$ cat src/rtl/piccolo_byte_loader.sv
// rtl/piccolo_byte_loader.sv - byte-serial key/plaintext loader and ciphertext unloader for the Piccolo core
// Frame: 10 or 16 key bytes then 8 plaintext bytes in; 8 ciphertext bytes out, MSB first.
module piccolo_byte_loader #(
  parameter int CORE_LAT = 4
) (
  input  logic         clk,
  input  logic         reset,
  input  logic         version,
  input  logic [7:0]   din,
  input  logic         din_valid,
  output logic         din_ready,
  output logic [7:0]   dout,
  output logic         dout_valid,
  input  logic         dout_ready,
  output logic         core_rst,
  output logic         core_version,
  output logic [0:63]  core_plaintext,
  output logic [0:127] core_key,
  input  logic [0:63]  core_ciphertext
);

  localparam int WW = $clog2(CORE_LAT + 1);

  typedef enum logic [2:0] {
    S_LOAD_KEY,
    S_LOAD_PT,
    S_START,
    S_WAIT,
    S_SEND
  } state_t;

  state_t         state_q, state_d;
  logic [3:0]     cnt_q, cnt_d;
  logic [WW-1:0]  wait_q, wait_d;
  logic           ver_q, ver_d;
  logic [0:63]    pt_q, pt_d;
  logic [0:127]   key_q, key_d;
  logic [0:63]    sr_q, sr_d;
  logic           din_ready_q, din_ready_d;
  logic           dout_valid_q, dout_valid_d;
  logic           in_hs, out_hs;
  logic [3:0]     key_last;

  always_ff @(posedge clk or posedge reset) begin
    if (reset) begin
      state_q      <= S_LOAD_KEY;
      cnt_q        <= '0;
      wait_q       <= '0;
      ver_q        <= 1'b0;
      pt_q         <= '0;
      key_q        <= '0;
      sr_q         <= '0;
      din_ready_q  <= 1'b0;
      dout_valid_q <= 1'b0;
    end else begin
      state_q      <= state_d;
      cnt_q        <= cnt_d;
      wait_q       <= wait_d;
      ver_q        <= ver_d;
      pt_q         <= pt_d;
      key_q        <= key_d;
      sr_q         <= sr_d;
      din_ready_q  <= din_ready_d;
      dout_valid_q <= dout_valid_d;
    end
  end

  always_comb begin
    state_d  = state_q;
    cnt_d    = cnt_q;
    wait_d   = wait_q;
    ver_d    = ver_q;
    pt_d     = pt_q;
    key_d    = key_q;
    sr_d     = sr_q;
    in_hs    = din_ready_q & din_valid;
    out_hs   = dout_valid_q & dout_ready;
    // The key length follows the live version only on the first byte of a frame.
    key_last = ((cnt_q == 4'd0) ? version : ver_q) ? 4'd15 : 4'd9;

    case (state_q)
      S_LOAD_KEY: begin
        if (in_hs) begin
          if (cnt_q == 4'd0) begin
            ver_d = version;
            key_d = '0;
          end
          key_d[{cnt_q, 3'b000} +: 8] = din;
          cnt_d = cnt_q + 4'd1;
          if (cnt_q == key_last) state_d = S_LOAD_PT;
        end
      end
      S_LOAD_PT: begin
        if (in_hs) begin
          pt_d  = {pt_q[8:63], din};
          cnt_d = cnt_q + 4'd1;
          if (cnt_q == 4'd7) state_d = S_START;
        end
      end
      S_START: begin
        state_d = S_WAIT;
        wait_d  = WW'(CORE_LAT - 1);
      end
      S_WAIT: begin
        if (wait_q == '0) begin
          sr_d    = core_ciphertext;
          state_d = S_SEND;
        end else begin
          wait_d = wait_q - WW'(1);
        end
      end
      S_SEND: begin
        if (out_hs) begin
          sr_d  = {sr_q[8:63], 8'h00};
          cnt_d = cnt_q + 4'd1;
          if (cnt_q == 4'd7) state_d = S_LOAD_KEY;
        end
      end
      default: state_d = S_LOAD_KEY;
    endcase

    if (state_d != state_q) cnt_d = '0;

    din_ready_d  = (state_d == S_LOAD_KEY) || (state_d == S_LOAD_PT);
    dout_valid_d = (state_d == S_SEND);
  end

  assign din_ready      = din_ready_q;
  assign dout_valid     = dout_valid_q;
  assign dout           = sr_q[0:7];
  assign core_rst       = (state_q != S_WAIT);
  assign core_version   = ver_q;
  assign core_plaintext = pt_q;
  assign core_key       = key_q;

endmodule

$ cat config.mk
export PLATFORM = sky130hd
export DESIGN_NAME = piccolo_byte_loader
export DESIGN_NICKNAME = d
export VERILOG_FILES = /design/src/rtl/piccolo_byte_loader.sv
export SDC_FILE = /design/constraint.sdc
export NUM_CORES = 1
export LEC_CHECK = 0
export CORE_MARGIN = 2
export CORE_UTILIZATION = 55
export DETAILED_ROUTE_END_ITERATION = 16
export DONT_BUFFER_PORTS = 1
export HOLD_SLACK_MARGIN = 0.1
export PLACE_DENSITY = 0.73
export SYNTH_ARGS = -nofsm -noshare
export SYNTH_HDL_FRONTEND = slang
export SYNTH_SLANG_ARGS = --single-unit
$ cat constraint.sdc
create_clock -name clk -period 8.5 [get_ports clk]
set_clock_uncertainty 0.1 [all_clocks]
set_input_delay 1.275 -clock clk [delete_from_list [all_inputs] [get_ports clk]]
set_output_delay 1.275 -clock clk [all_outputs]
set_load 0.02 [all_outputs]
# ---- Word level (Yosys, flattened, before mapping)
# Cells that the tools add are included.
dict set report totals {
  reg_bits 269
  input_bits 77
  output_inout_bits 204
  elab_cells 69
}
dict set report op_classes {
  n_addsub 3
  eq_ne 15
  shift 2
  muxes 23
  n_bitwise 3
  reduce_logical 14
}
# op count
set op_table {}
lappend op_table {{$mux 128} 3}
lappend op_table {{$shift 129x9->128 const A} 1}
lappend op_table {{$shiftx 129x9->128} 1}
lappend op_table {{$bwmux 128} 1}
lappend op_table {{$mux 64} 2}
lappend op_table {{$pmux 64 s2} 1}
lappend op_table {{$mux 3} 9}
lappend op_table {{$pmux 3 s5} 1}
lappend op_table {{$mux 4} 3}
lappend op_table {{$logic_not 3->1} 3}
lappend op_table {{$neg 8->9} 1}
lappend op_table {{$not 7->8} 1}
lappend op_table {{$pmux 4 s2} 1}
lappend op_table {{$eq 3x1->1 const B} 2}
lappend op_table {{$eq 3x2->1 const B} 2}
lappend op_table {{$eq 3x3->1 const B} 2}
lappend op_table {{$ne 2x2->1 const B} 3}
lappend op_table {{$pmux 3 s2} 1}
lappend op_table {{$reduce_and 2->1} 3}
lappend op_table {{$reduce_and 3->1} 2}
lappend op_table {{$add 4x1->4 const B} 1}
lappend op_table {{$eq 4x3->1 const B} 1}
lappend op_table {{$eq 4x4->1} 1}
lappend op_table {{$logic_not 4->1} 1}
lappend op_table {{other kinds (11)} 13}

# ---- Depth between registers and ports, before layout
dict set report logic_depth {
  word_depth 10
  depth_mapped 9
  mapped_depth_nobuf 6
}

# ---- Worst setup path before layout
# No wires, ideal clock.
dict set report synth_timing {
  path_kind {input to register}
  from {input port din_valid}
  to {register pt_q, in the netlist core_plaintext[0]}
  setup_ns 0.125
  arrival_time_ns 2.491
  required_time_ns 8.275
  path_slack_ns 5.784
  path_stages 6
  n_path_buf 3
  path_cell_list {and3b_1 clkbuf_1 and2_1 buf_2 buf_2 mux2_2}
}
dict set report synth_between {
  elab_chain_cells 2
}
# item line
set synth_lines {}
lappend synth_lines {{start, declared} 10} ;# input logic din_valid,
lappend synth_lines {{$and 1x1->1} 76} ;# in_hs = din_ready_q & din_valid;
lappend synth_lines {{$reduce_and 2->1 (no source line)} n/a}
lappend synth_lines {{end signal, assigned} 60} ;# pt_q <= pt_d;
lappend synth_lines {{end, declared} 36} ;# logic [0:63] pt_q, pt_d;
# Every way passes these cells.
# A chain may end at the register's enable or synchronous reset.

# ---- Final worst setup path
dict set report layout_timing {
  from {register cnt_q[1]}
  to {register key_q, in the netlist core_key[3]}
}
dict set report layout_between {
  elab_chain_cells 5
  word_cells_on_any_way 9
  cone_classes {add/sub (1); shift (2); mux (4); bitwise (1); reduce/logical (1)}
}
# item line
set layout_lines {}
lappend layout_lines {{start, declared} 33} ;# logic [3:0] cnt_q, cnt_d;
lappend layout_lines {{start signal, assigned} 57} ;# cnt_q <= cnt_d;
lappend layout_lines {{branches (longest 4 deep; another with $neg 8->9)} n/a}
lappend layout_lines {{$bwmux 128 *} 88} ;# key_d[{cnt_q, 3'b000} +: 8] = din;
lappend layout_lines {{end signal, assigned} 61} ;# key_q <= key_d;
lappend layout_lines {{end, declared} 37} ;# logic [0:127] key_q, key_d;
# Mark *: on every way between the ends. The select of a mux whose other input is x is not followed.

==> results.md <==
- Final core occ: 61.0%
- GRT Resource Usage Total: 24.7%
- Via-to-Cell Ratio: 6.14
- Hold/Removal Path Class: register to register
- Row cnt: 51
- Synthesized area per cell: 11.5 sq um
- Leading area contributor after synthesis: dfrtp_1
- CTS Buffer Depth: 3
- Crit path max fanout: 25
- Sequential fraction of the synthesis area: 60.9%
- WS Path Type: register to register
- Clock Tree Root: clkbuf_16
- Synth warn: 0
- Most common cell in the netlist: dfrtp_1
- Mux contribution to synthesized area: 6.71%
- Compound-cell area share of the yosys netlist: 15.1%
- Fraction of the mapped netlist area in simple logic gates: 13.0%
- Worst setup EP type: register
- DPL Wire Length: 17800 microns
- Power Internal: 2780 uW
- Setup_tns: 0 ns
- CTS buffer count: 27
- Total wire length: 26300 microns
- First-pass GRT wire length: 42400 microns
- Final Setup Violations: 0
- Largest family of logic cells by synthesized area: compound AO/OA/AOI/OAI gates
- Syn Inst Count: 960
- Number of global-route vias before repair: 7235
- Tmin final: 3.04 ns
- Post-synthesis adder-cell area fraction: 0.905%
- Synth top cells by count: dfrtp_1 (269), nand2_1 (180), nor2_1 (70), mux2_2 (65), a31oi_1 (58)
- Sw frac: 39.2%
- Main area contributors after synthesis: dfrtp_1 (61%), mux2_2 (6.6%), nand2_1 (6.1%)
- Die X: 146 microns
- Cell Area, Synth: 11100 sq um
- DRT Pass-1 Iters: 5
- Layout cells sized above 1: 14.2%
- Post-Layout Cell Count: 1206
- CTS tree: done
- LEAKAGE: 0.00517 uW
- IO Port Bufs: 0
- Least-Margin Pin Slew: 1.21 ns
- Synthesized flop and latch total: 269
- Hold-fix buffers at CTS: 0
- Starting density of the core: 56.5%
- I/O pins: 281
- CTS sink count: 269
- Combinational Power Share: 19.9%
- Clock Latency Late Sink: 0.52 ns
- Largest net degree at the start of global routing: 113
- Cell area after layout: 11900 sq um
- Initial antenna violation count: 0
- Die H: 146 microns
- Final hold vios: 0
- Fmax: 329 MHz
- Setup repair bufs after CTS: 0
- Clock transition at path regs: 0.06 ns
- Post-route DRC: 0
- Synth top area share: 60.9%
- Peak supply drop: 0.000148 V
- Number of synthesized flops with an enable pin: 0
- Placer Congestion: 0.795
- Placed cell count: 1160
- FILL cells: 1593
- Most used DFF post-synth: dfrtp_1
- RSZ-0062 raised after global routing: no
- ANT nets after route: 0
- Net Switching: 1790 uW
- Critical Path RT: 8.75 ns
- Nets: 1009
- Data arrival, critical path: 3.29 ns
- Clock power share: 24.1%
- Fin crit share: 35.8%
- DRT iter0 DRCs: 438
- Syn Nets: 1045
- CTS resizes: 0
- Status: completed
- CTS H-tree depth: 1
- CP startpoint kind: register
- Vias: 7410
- Die ar.: 21300 sq um
- Placed Instance Area: 11100 sq um
- Synth cell types: 51
- Max cap viols: 0
- Core area: 19600 sq um
- XOR/XNOR Fraction of Synth Area: 0.0792%
- Flop pwr share: 56.1%
- Slew Viols, Final: 0
- WL per Instance: 21.8 microns
- Antenna Cells: 0
- Grt total ovfl: 0
- Ys async rst share: 100%
- PD cells: 383 nW/um^2
- Area grow syn2layout: 7.96%
- Slew HR: 19.7%
[placed cells by master (no fill, tap or decap), drive strengths merged, types with 9 or more instances in the layout]
master   netlist  routed
o21ai         38      38
a22o           9       9
a32o          40      40
nand2        180     180
dfrtp        269     269
a31oi         58      58
nand3         21      21
clkbuf        33      39
mux2          65      65
o2bb2ai       47      47
nor2          70      70
[critical path, cell delays in order (launching register included)]
cell and delay (ns):
dfrtp_1 0.54, inv_1 0.17, ha_1 0.31, nor2b_1 0.44, nand4_1 0.84, nand2_1 0.33
o21ai_0 0.14
[final cells by class]
cell class | instances | area [sq um] | area share, %
Timing Repair Buffer | 8 | 60.1 | 0.503
Inverter | 9 | 37.5 | 0.314
Clock inverter | 7 | 41.3 | 0.346
Multi-Input combinational cell | 609 | 3970 | 33.2
Sequential cell | 269 | 6730 | 56.4
Tap cell | 265 | 332 | 2.78
Clock buffer | 39 | 771 | 6.45
[logic make-up after synthesis]
| logic type | Yosys count |
|---|---|
| AO/OA/AOI/OAI | 221 |
| XOR/XNOR | 1 |
| adder cells (fa/ha/maj) | 8 |
| buffers and inverters | 82 |
| flip-flops | 269 |
| multiplexers | 66 |
| AND/OR/NAND/NOR | 313 |
[worst paths after layout]
kind	from	endpoint	slack (ns)	cells past startpoint
hold / removal	wait_q[0]	wait_q[0]	0.38	1
min in group asynchronous	reset	core_plaintext[60]	0.74	1
max in group asynchronous	reset	core_key[117]	6.05	2
setup reg to reg	cnt_q[1]	core_key[3]	5.46	6
setup / recovery	cnt_q[1]	core_key[3]	5.46	6
hold reg to reg	wait_q[0]	wait_q[0]	0.38	1
[sequential cells by signal, indices dropped and copies added, names as in the netlist]
register        cells
cnt_q               4
core_key          128
core_plaintext     64
din_ready           1
core_version        1
sr_q               64
wait_q              3
dout_valid          1
state_q             3
[power groups by stage]
stage | registers [uW] | clock network [uW] | logic [uW]
5_1_grt | 2620 | 1180 | 1020
3_5_place_dp | 2590 | 0 | 909
6_report | 2560 | 1100 | 908
3_3_place_gp | 2570 | 0 | 871
4_1_cts | 2570 | 1120 | 912
2_1_floorplan | 2390 | 0 | 831
[metal layers]
metal | wire length [microns] | track usage, % | vias up
met5 | 0 | 0 | -
met4 | 539 | 6.08 | 0
met3 | 2620 | 7.93 | 46
met2 | 12300 | 38.2 | 271
met1 | 10800 | 34.2 | 3722
li1 | - | - | 3371
[stage by stage]
step / power [uW] / hold WS, ns / setup slack, ns
2_1_floorplan: 3220 / 0.340 / 3.57
3_3_place_gp: 3440 / 0.357 / 5.42
3_5_place_dp: 3500 / 0.376 / 5.40
4_1_cts: 4600 / 0.381 / 5.45
5_1_grt: 4820 / 0.405 / 5.08
6_report: 4570 / 0.380 / 5.46
(Power assumes the default switching activity.)
==> edit 1, RTL diff (same flow settings) <==
The parameter `CORE_LAT` goes from 4 to 16.
--- a/src/rtl/piccolo_byte_loader.sv
+++ b/src/rtl/piccolo_byte_loader.sv
@@ -1,7 +1,7 @@
 // rtl/piccolo_byte_loader.sv - byte-serial key/plaintext loader and ciphertext unloader for the Piccolo core
 // Frame: 10 or 16 key bytes then 8 plaintext bytes in; 8 ciphertext bytes out, MSB first.
 module piccolo_byte_loader #(
-  parameter int CORE_LAT = 4
+  parameter int CORE_LAT = 16
 ) (
   input  logic         clk,
   input  logic         reset,
Check against the original RTL: no difference found for any inputs over 4 cycles, from zero or initial values and one cycle with reset high; that may be too few to reach the edited logic, so the function may still have changed.
==> edit 1 against the original RTL <==
Area after synthesis shrank 0.14%; fmax fell by 5.0%; setup slack got worse by 0.16 ns; worst hold slack barely moved; wire length shrank 4.2%; largest power group unchanged; utilization rose by 0.76 points; final area rose by 1.2%; non-clock buffer count fell by 2; sequential cell count grew 2; total power fell by 1.5%; combinational power down 7.4%; die area shrank 0.14%; largest cell class unchanged.
==> edit 1: results (changes against the original RTL) <==
outcome:
  status: "finished clean"
clock_tree:
  cts_buffers: 28  # +3.7%
  postCtsSetupBuffers: 0  # unchanged
  clk_pin_slew_ns: 0.06  # about the same
global_route:
  antenna_found_initial: 1  # +1
  track_usage_pct: 23.2  # -1.5 points
  grt_pass1_wl_um: 39800  # -6.0%
  grt_start_max_net_pins: 180  # +59%
  grt_pass1_vias: 7075  # -2.2%
critical_path:
  crit_path_max_fanout: 8  # -68%
  crit_family: "simple AND/OR/NAND/NOR gates"
  reg2reg_slack_ns: 5.40  # -0.06 ns
  cp.arrival_ns: 1.82  # -1.47 ns
  critPathSlowestCell: "dfrtp_1"
  max_stage_delay_ns: 0.58  # -0.26 ns
routing:
  met2_length_um: 11500  # -6.4%
  wl_met3_um: 2630  # +0.23%
  drt_pass1_iterations: 5  # unchanged
  wl_met1_um: 10300  # -4.5%
  wire_per_inst_um: 20.5  # -5.9%
  top_layer: "met4"
  first_iter_violations: 381  # -13%
  vias: 7161  # -3.4%
timing:
  whs_ns: 0.379  # -0.000254 ns
  tightest_slew_ns: 1.23  # +0.0273 ns
  final.min_clock_period_ns: 3.20  # +0.158 ns
cells_and_area:
  drive_above_1_share_pct: 13.3  # -0.93 points
  fillCellCount: 1553  # -2.5%
synthesis:
  yosys_warnings: 0  # unchanged
  synth-seq-area-share_pct: 61.4  # +0.54 points
  synth_ff_type: "dfrtp_1"
  synthDistinctLibCells: 48  # -5.9%
  synth_nets: 1047  # +0.19%
  synthTopCellsByArea: "dfrtp_1 61%, o21ai_0 7.4%, mux2_2 6.5%"
  synthTopCellsByCount: "271 x dfrtp_1, 184 x nand2_1, 163 x o21ai_0, 64 x mux2_2, 56 x mux2i_1"
  syn_area_um2: 11000  # -0.14%
pwr:
  p_leak_nw: 5.32  # +2.9%
  peakVddDrop_uv: 266  # +80%
  switching_share_pct: 37.2  # -2.0 points
placed_design:
  post-place-ws_ns: 5.24  # -0.161 ns
  place.gp.congestion: 0.805  # +1.3%
  hpwl_um: 17400  # -2.0%
edit 1: cell count changes after synthesis, sizes merged, moves of 6 or more:
cell     delta
nand3      +15
o2bb2ai    -46
a31oi      -57
a32o       -24
and3        +6
o21ai     +132
clkbuf     -19
nor2       -57
mux2i      +55
edit 1: cell families after synthesis:
kind of cell             count (synthesis)  share of synthesized area, %
multiplexers                           120                          11.6
XOR/XNOR                                 3                         0.238
buffers and inverters                   67                          3.07
flip-flops                             271                          61.4
adder cells (fa/ha/maj)                  8                         0.906
AND/OR/NAND/NOR                        272                          11.2
AO/OA/AOI/OAI                          221                          11.6
edit 1: cell type report:
class,instances,area [um^2],share of cell area [%]
multi-input combinational,624,3950,32.7
inverter,10,41.3,0.341
clock buffer,41,821,6.79
timing repair buffer,6,57.6,0.476
sequential,271,6780,56.1
antenna,1,2.50,0.0207
clock inverter,10,106,0.880
tap,265,332,2.74
edit 1: final timing paths:
check	from	endpoint	depth (start not counted)
worst max-delay path	state_q[1]$_DFF_PP0_	core_rst	2
worst min-delay path	sr_q[23]$_DFFE_PP0P_	sr_q[23]$_DFFE_PP0P_	2
worst max register to register	cnt_q[0]$_DFFE_PP0P_	core_key[99]$_DFFE_PP0P_	6
worst min register to register	sr_q[23]$_DFFE_PP0P_	sr_q[23]$_DFFE_PP0P_	2
max in group asynchronous	reset	core_plaintext[24]$_DFFE_PP0P_	2
min in group asynchronous	reset	sr_q[4]$_DFFE_PP0P_	1
edit 1: worst register-to-register path, cell delays in order, from the launching register on:
cell	delay [ns]
dfrtp_1	0.67
inv_1	0.20
ha_1	0.32
nor2b_1	0.40
nand2_1	0.81
nand3_1	0.34
o21ai_0	0.12
edit 1: power by group through the flow:
stage	sequential (mW)	clock (mW)	combinational [mW]
floorplan	2.28	0	0.795
finish	2.45	1.22	0.841
global placement	2.45	0	0.812
global route	2.51	1.30	0.956
detailed placement	2.47	0	0.848
CTS	2.45	1.24	0.851
edit 1: per-stage QoR:
step / instances / util [%]
6_report: 1228 / 61.7
5_1_grt: 1227 / 61.7
4_1_cts: 1227 / 61.7
3_5_place_dp: 1176 / 57.0
3_3_place_gp: 1176 / 57.0
2_1_floorplan: 962 / -
edit 1: metal layers:
metal / GRT usage (%) / up-vias
met5: 0 / -
met1: 30.2 / 3518
met3: 9.53 / 49
met4: 6.96 / 0
li1: - / 3327
met2: 36.0 / 267
==> edit 2, RTL diff (same flow settings) <==
Without the edit above. Compare `cnt_q` against `4'd7` with >= in place of ==.
--- a/src/rtl/piccolo_byte_loader.sv
+++ b/src/rtl/piccolo_byte_loader.sv
@@ -94,7 +94,7 @@
         if (in_hs) begin
           pt_d  = {pt_q[8:63], din};
           cnt_d = cnt_q + 4'd1;
-          if (cnt_q == 4'd7) state_d = S_START;
+          if (cnt_q >= 4'd7) state_d = S_START;
         end
       end
       S_START: begin
Check against the original RTL: no difference found for any inputs over 4 cycles, from zero or initial values and one cycle with reset high; that may be too few to reach the edited logic, so the function may still have changed.
==> edit 2 against the original RTL <==
Sequential cell count did not move; final area rose by 1.4%; final cell count rose by 7.0%; utilization fell by 0.52 points; setup slack got worse by 0.15 ns; total power fell by 2.8%; clock power rose by 5%; wire length rose by 0.65%; area after synthesis rose by 0.78%; critical path type unchanged.
==> edit 2: results (changes against the original RTL) <==
timing:
  whs_ns: 0.397  # +0.0173 ns
  tightest_slew_ns: 1.15  # -0.0539 ns
  period_share_pct: 37.5  # +1.7 points
critical_path:
  cp.arrival_ns: 3.54  # +0.25 ns
  max_stage_delay_ns: 0.81  # -0.03 ns
  regToRegStartpoint: "state_q[2]$_DFF_PP0_"
  crit_path_max_fanout: 112  # +350%
hold_path:
  min_to: "sr_q[56]$_DFFE_PP0P_"
  hp-start: "sr_q[56]$_DFFE_PP0P_"
pwr:
  peakVddDrop_uv: 211  # +43%
  p_leak_nw: 6.01  # +16%
synthesis:
  muxShareOfSynthArea_pct: 6.84  # +0.13 points
  synthTopCellsByArea: "dfrtp_1 60%, nand2_1 7.9%, mux2i_1 5.1%"
  synth-compound-area-share_pct: 13.0  # -2.1 points
  synthAdderAreaFrac_pct: 0.898  # -0.0070 points
  syn_inst: 1038  # +8.1%
placed_design:
  dp.cells: 1243  # +7.2%
  place.gp.congestion: 0.790  # -0.59%
global_route:
  grt_pass1_wl_um: 42700  # +0.88%
  track_usage_pct: 24.7  # about the same
  grt_pass1_vias: 7669  # +6.0%
outcome:
  status: "finished clean"
clock_tree:
  cts_buffers: 29  # +7.4%
routing:
  routed_via_density: 5.95  # -3.1%
cells_and_area:
  drive_above_1_share_pct: 7.64  # -6.6 points
## edit 2: cell count changes after synthesis, moves of 24 or more
| cell | change |
|---|---|
| a31oi_1 | -58 |
| mux2_2 | -48 |
| a21oi_1 | +56 |
| mux2i_1 | +56 |
| nand3_1 | +24 |
| nand2_1 | +55 |
## edit 2: routing by layer
| metal | part of all wire, % | vias to the layer above | global-route usage (%) |
|---|---|---|---|
| met1 | 40 | 3786 | 31.9 |
| met2 | 47 | 304 | 39.4 |
| met3 | 9.5 | 60 | 8.44 |
| met4 | 3.5 | 0 | 8.45 |
| li1 | - | 3535 | - |
| met5 | 0 | - | 0 |
## edit 2: report_power, final
part           internal (mW)  total (mW)  switching (mW)
clock network          0.666        1.15           0.480
registers               1.69        2.43           0.736
logic                  0.349       0.868           0.519
## edit 2: worst max-delay path by stage
| stage | from | endpoint |
|---|---|---|
| 2_1_floorplan | reset | cnt_q[0]$_DFFE_PP0P_ |
| 5_1_grt | state_q[2]$_DFF_PP0_ | sr_q[11]$_DFFE_PP0P_ |
| 3_5_place_dp | reset | core_key[3]$_DFFE_PP0P_ |
| 3_3_place_gp | reset | core_key[3]$_DFFE_PP0P_ |
| 6_report | state_q[2]$_DFF_PP0_ | sr_q[12]$_DFFE_PP0P_ |
| 4_1_cts | state_q[2]$_DFF_PP0_ | core_rst |
## edit 2: metrics by stage
step	util (%)	cell area, um^2
6_report	60.4	12100
5_1_grt	60.4	12100
4_1_cts	60.4	12100
3_5_place_dp	56.2	11300
3_3_place_gp	56.2	11300
2_1_floorplan	-	11200
## edit 2: layout make-up
class	instances	area (um^2)
clock inverter	4	23.8
sequential	269	6730
fill	1688	7930
inverter	9	37.5
timing repair buffer	11	82.6
clock buffer	44	832
multi-input combinational	684	4070
tap	270	338
